===== src/rtl/fetch_seq.sv =====
// Fetch sequencer: drives the PC register and instruction-memory request, applies
// exception/ERET/branch redirects and drains a stale in-flight fetch after a redirect.
// Optional performance counters are compiled in with `define FETCH_PERF_EN.
module fetch_seq (
  input  logic        Clk,
  input  logic        Reset,
  input  logic [31:0] PC,
  input  logic        Stall,
  input  logic        Br_Take,
  input  logic [31:0] Br_Target,
  input  logic        Exc_Req,
  input  logic        Eret_Req,
  input  logic [31:0] EPC,
  input  logic        IM_Ready,
  output logic [31:0] NPC,
  output logic        PC_En,
  output logic        IM_Req,
  output logic [31:0] IM_Addr,
  output logic        F_Valid,
  output logic        Flush_D
`ifdef FETCH_PERF_EN
  ,
  output logic [31:0] Fetch_Cnt,
  output logic [31:0] Bubble_Cnt
`endif
);

  localparam logic [31:0] TEXT_START = 32'h0000_3000;
  localparam logic [31:0] EXC_VECTOR = 32'h0000_4180;

  localparam logic [1:0] BOOT  = 2'd0;
  localparam logic [1:0] FETCH = 2'd1;
  localparam logic [1:0] DRAIN = 2'd2;

  logic [1:0]  state_q, state_d;
  logic [31:0] addr_q, addr_d;
  // pend_q: a FETCH request is already outstanding, so the address must stay on addr_q
  logic        pend_q, pend_d;

  logic        redirect;
  logic [31:0] target;

  // Exceptions and ERET come from M and override the F/D freeze; branches do not.
  always_comb begin
    redirect = Exc_Req | Eret_Req | (Br_Take & ~Stall);
    if (Exc_Req) begin
      target = EXC_VECTOR;
    end else if (Eret_Req) begin
      target = EPC;
    end else begin
      target = Br_Target;
    end
  end

  always_comb begin
    state_d = state_q;
    addr_d  = addr_q;
    pend_d  = pend_q;
    NPC     = PC;
    PC_En   = 1'b0;
    IM_Req  = 1'b0;
    IM_Addr = addr_q;
    F_Valid = 1'b0;
    Flush_D = 1'b0;

    case (state_q)
      BOOT: begin
        state_d = FETCH;
        pend_d  = 1'b0;
      end

      FETCH: begin
        IM_Req  = 1'b1;
        IM_Addr = pend_q ? addr_q : PC;
        addr_d  = IM_Addr;
        if (redirect) begin
          PC_En   = 1'b1;
          NPC     = target;
          Flush_D = 1'b1;
          pend_d  = 1'b0;
          state_d = IM_Ready ? FETCH : DRAIN;
        end else if (IM_Ready) begin
          // A stalled response is dropped; the same PC is requested again next cycle.
          pend_d = 1'b0;
          if (!Stall) begin
            F_Valid = 1'b1;
            PC_En   = 1'b1;
            NPC     = PC + 32'd4;
          end
        end else begin
          pend_d = 1'b1;
        end
      end

      DRAIN: begin
        IM_Req  = 1'b1;
        IM_Addr = addr_q;
        if (redirect) begin
          PC_En   = 1'b1;
          NPC     = target;
          Flush_D = 1'b1;
        end
        if (IM_Ready) begin
          state_d = FETCH;
          pend_d  = 1'b0;
        end
      end

      default: begin
        state_d = BOOT;
        pend_d  = 1'b0;
      end
    endcase

    // Reset overrides everything, including a response arriving this cycle.
    if (Reset) begin
      state_d = BOOT;
      addr_d  = TEXT_START;
      pend_d  = 1'b0;
      NPC     = PC;
      PC_En   = 1'b0;
      IM_Req  = 1'b0;
      F_Valid = 1'b0;
      Flush_D = 1'b0;
    end
  end

  always_ff @(posedge Clk) begin
    state_q <= state_d;
    addr_q  <= addr_d;
    pend_q  <= pend_d;
  end

`ifdef FETCH_PERF_EN
  logic [31:0] fetch_cnt_q, bubble_cnt_q;
  logic        busy;

  assign busy = (state_q == FETCH) || (state_q == DRAIN);

  always_ff @(posedge Clk) begin
    if (Reset) begin
      fetch_cnt_q  <= 32'd0;
      bubble_cnt_q <= 32'd0;
    end else if (F_Valid) begin
      fetch_cnt_q <= fetch_cnt_q + 32'd1;
    end else if (busy) begin
      bubble_cnt_q <= bubble_cnt_q + 32'd1;
    end
  end

  assign Fetch_Cnt  = fetch_cnt_q;
  assign Bubble_Cnt = bubble_cnt_q;
`else
  // Counters and their ports are not built.
`endif

endmodule

===== config.mk =====
export PLATFORM = sky130hd
export DESIGN_NAME = fetch_seq
export DESIGN_NICKNAME = d
export VERILOG_FILES = /design/src/rtl/fetch_seq.sv
export SDC_FILE = /design/constraint.sdc
export NUM_CORES = 1
export LEC_CHECK = 0
export ABC_AREA = 1
export CAP_MARGIN = 25
export CORE_ASPECT_RATIO = 1.2
export CORE_MARGIN = 5
export CORE_UTILIZATION = 40
export CTS_BUF_LIST = sky130_fd_sc_hd__clkbuf_8
export DETAILED_ROUTE_END_ITERATION = 12
export DONT_BUFFER_PORTS = 1
export GPL_ROUTABILITY_DRIVEN = 0
export PLACE_DENSITY = 0.58
export SYNTH_ARGS = -nofsm -noshare
export SYNTH_HDL_FRONTEND = slang
export SYNTH_SLANG_ARGS = --single-unit

===== constraint.sdc =====
create_clock -name Clk -period 3.89 [get_ports Clk]
set_input_delay 0.389 -clock Clk [delete_from_list [all_inputs] [get_ports Clk]]
set_output_delay 0.389 -clock Clk [all_outputs]
set_load 0.02 [all_outputs]

==> out/metrics.cfg <==
[status]
status=completed

[cts]
cts_hold_buf=0
path_clk_slew_ps=70
htreeDepth=2
root_buffer=clkbuf_8
clk_latency_ps=290
clock_sinks=35
cts_tree=done
cts_setup_buffers=0
cts_resized=0
cts_made_buffers=5
clk_path_buf_depth=2

[worst_setup_path]
rr_endpoint=addr_q[25]$_SDFF_PP0_
required_ps=3500
worstPathMaxFanout=35
path_buf_inv=5
reg2reg_setup_slack_ps=1680
worstReg2RegStart=state_q[1]$_SDFFE_PP0P_
start_kind=register
crit_slowest_cell=o41ai_1
arrival_ps=2520
path_common_cell=buf_4
cp-end-kind=output port
critPathMaxStageDelay_ps=400
path_cells=inv_1 > ha_1 > nand2_1 > buf_4 > clkinv_1 > buf_4 > nand2_1 > o41ai_1 > buf_4
crit_family=buffers and inverters
reg2reg_depth=7
critPathKind=reg -> out

[cells_and_area]
multi_input_area_um2=2634
final_nets=852
seq_area_um2=700.7
diodes=0
syn2layout_area_growth_pct=3.538
final_layout_size_suffix_gt1_share_pct=6.711
fillers=1133

[global_routing]
grt.busiest_layer=met2
use_met1_pct=28.51
grt.overflow.total=0
grt_pass1_vias=4298
antenna_found_initial=0
grt_first_pass_wirelength_um=21660
grt_max_degree=48
grt.total_usage_pct=22.13
gr-usage-met2_pct=35.76
grtUsageMet3_pct=4.651

[placement]
io_buffers=0
dpl.hpwl_um=11070

[floorplan]
placeableCoreArea_um2=9960
rows=40
die_y_um=120.0
fp.dieW_um=101.6
die_area_um2=12190
initial_core_util_pct=40.48
io_pins=171

[pwr]
comb_power_share_pct=51.2
power.share.switching_pct=48.68
ir_drop_v=0.0001219
leakagePower_nw=2.061
clkPwrFrac_pct=18.0
p_int_mw=0.7044
pwr-share-seq_pct=30.8
powerDensity_nw_per_um2=328.9
p_sw_mw=0.6682

[job]
cap_viol_max_count=0

[timing]
period_share_pct=74.79
holdWs_ps=169.7
rsz0062_at_grt=no
hold_violations=0
fmax_ghz=0.3437
drv_slew=0
setup_viol=0
slew_headroom_pct=58.78
fin_tns_setup_ps=0
worstMarginPinSlew_ps=620.2
finClkSkew_ps=3.649
period_needed_ps=2909

[synthesis]
synth_fp_nets=872
ys_warn_count=0
yosys.cell_count.top_type=nand2_1
synth_top_area_share_pct=17.38
async_flop_share_pct=0
ys_ff_latch=35
syn_area_um2=4031
syn_area_per_cell_um2=5.277
synth-edff-count=0
ys_top_cells_by_count=nand2_1, nor2_1, inv_1
synth.distinct_cells=39
synth_top_cells_by_area=dfxtp_1, nand2_1, nor2_1
synth_largest_area_cell=dfxtp_1
synth_cells=764
synth_top_flop_cell=dfxtp_1
yosysSeqAreaShare_pct=17.38

[min_path]
hold_path_depth=1
min_from=Reset
min_to=addr_q[8]$_SDFF_PP0_
min_path_type=in -> reg

[drt]
detail-route-antenna-nets=0
first_pass_iters=5
routedWlPerCell_um=16.15
via_count=4707
vias_per_cell=5.404
wl_um=14060
drcViolationCount=0
drt_iter0_drc=375

## per-stage QoR
stage | power [mW] | utilization (%) | setup slack (ps) | cells | area [µm²]
final | 1.373 | 41.91 | 980.8 | 871 | 4174
after global routing | 1.480 | 41.91 | 821.6 | 871 | 4174
after CTS | 1.389 | 41.91 | 1030 | 871 | 4174
after detailed placement | 1.133 | 41.09 | 1370 | 863 | 4093
after global placement | 1.120 | 41.09 | 1421 | 863 | 4093
after floorplan | 1.027 | - | 1693 | 764 | 4031
## routing by layer
metal / share of wire [%] / vias up
met3: 7.8 / 18
met5: 0 / -
met2: 47 / 187
met1: 44 / 2140
li1: - / 2362
met4: 1.9 / 0
## worst max path at each step
| stage | start | to | slack [ps] | cells after the start |
|---|---|---|---|---|
| global placement | state_q[1]$_SDFFE_PP0P_ | NPC[0] | 1420 | 9 |
| CTS | state_q[1]$_SDFFE_PP0P_ | NPC[0] | 1030 | 9 |
| detailed placement | state_q[0]$_SDFFE_PP0P_ | NPC[9] | 1370 | 10 |
| floorplan | state_q[0]$_SDFFE_PP0P_ | NPC[0] | 1690 | 7 |
| finish | state_q[1]$_SDFFE_PP0P_ | NPC[0] | 980 | 9 |
| global route | state_q[0]$_SDFFE_PP0P_ | NPC[9] | 820 | 10 |
## placed cells by master (no fill, tap or decap), types with 2 or more instances in the layout
cell type and n:
nand2_2 4, o22ai_1 4, ha_1 5, or2_2 3, nor3_2 2, inv_2 8
inv_1 131, nand3_1 41, mux2i_1 3, dfxtp_1 35, nand2_1 170, nor2_1 137
nand4_1 16, a32oi_1 2, a31oi_1 3, o21ai_1 30, clkbuf_8 5, nand3b_1 8
buf_4 11, a21oi_1 47, nand3_4 2, o21ai_0 42, o21a_1 2, nor2_4 6
o211ai_1 5, nor2_2 6, nor3_1 7
## cell type report
| cell class | count | share of cell area [%] |
|---|---|---|
| clock buffers | 5 | 1.649 |
| clock inverters | 3 | 0.2998 |
| inverters | 138 | 12.41 |
| multi-input cells | 553 | 63.10 |
| flip-flops and latches | 35 | 16.79 |
| well taps | 126 | 3.777 |
| repair buffers | 11 | 1.978 |
## registers in the layout, summed over array words and instances (netlist names)
| name | cells |
|---|---|
| addr_q | 32 |
| state_q | 2 |
| pend_q | 1 |
## worst reg2reg max path: stages (launching register included)
cell	delay, ps
dfxtp_1	340
inv_1	100
ha_1	410
inv_1	100
or2_2	510
buf_4	290
o21ai_0	260
nor2_1	80
## logic make-up after synthesis
kind of cell / Yosys count / synth area share (%)
adders and majority gates: 5 / 1.552
muxes: 3 / 0.7449
AOI/OAI and AO/OA: 139 / 18.40
DFF: 35 / 17.38
buffers and inverters: 176 / 17.29
and+or+nand+nor: 406 / 44.63
## power groups by stage
stage                     Combinational (mW)  Clock (mW)  Sequential (mW)
final                                  0.703       0.247            0.422
after global placement                 0.691           0            0.429
after detailed placement               0.702           0            0.431
after global routing                   0.781       0.273            0.426
after floorplan                        0.600           0            0.427
after CTS                              0.705       0.261            0.423
No activity file was read; power rests on OpenSTA's default activity.
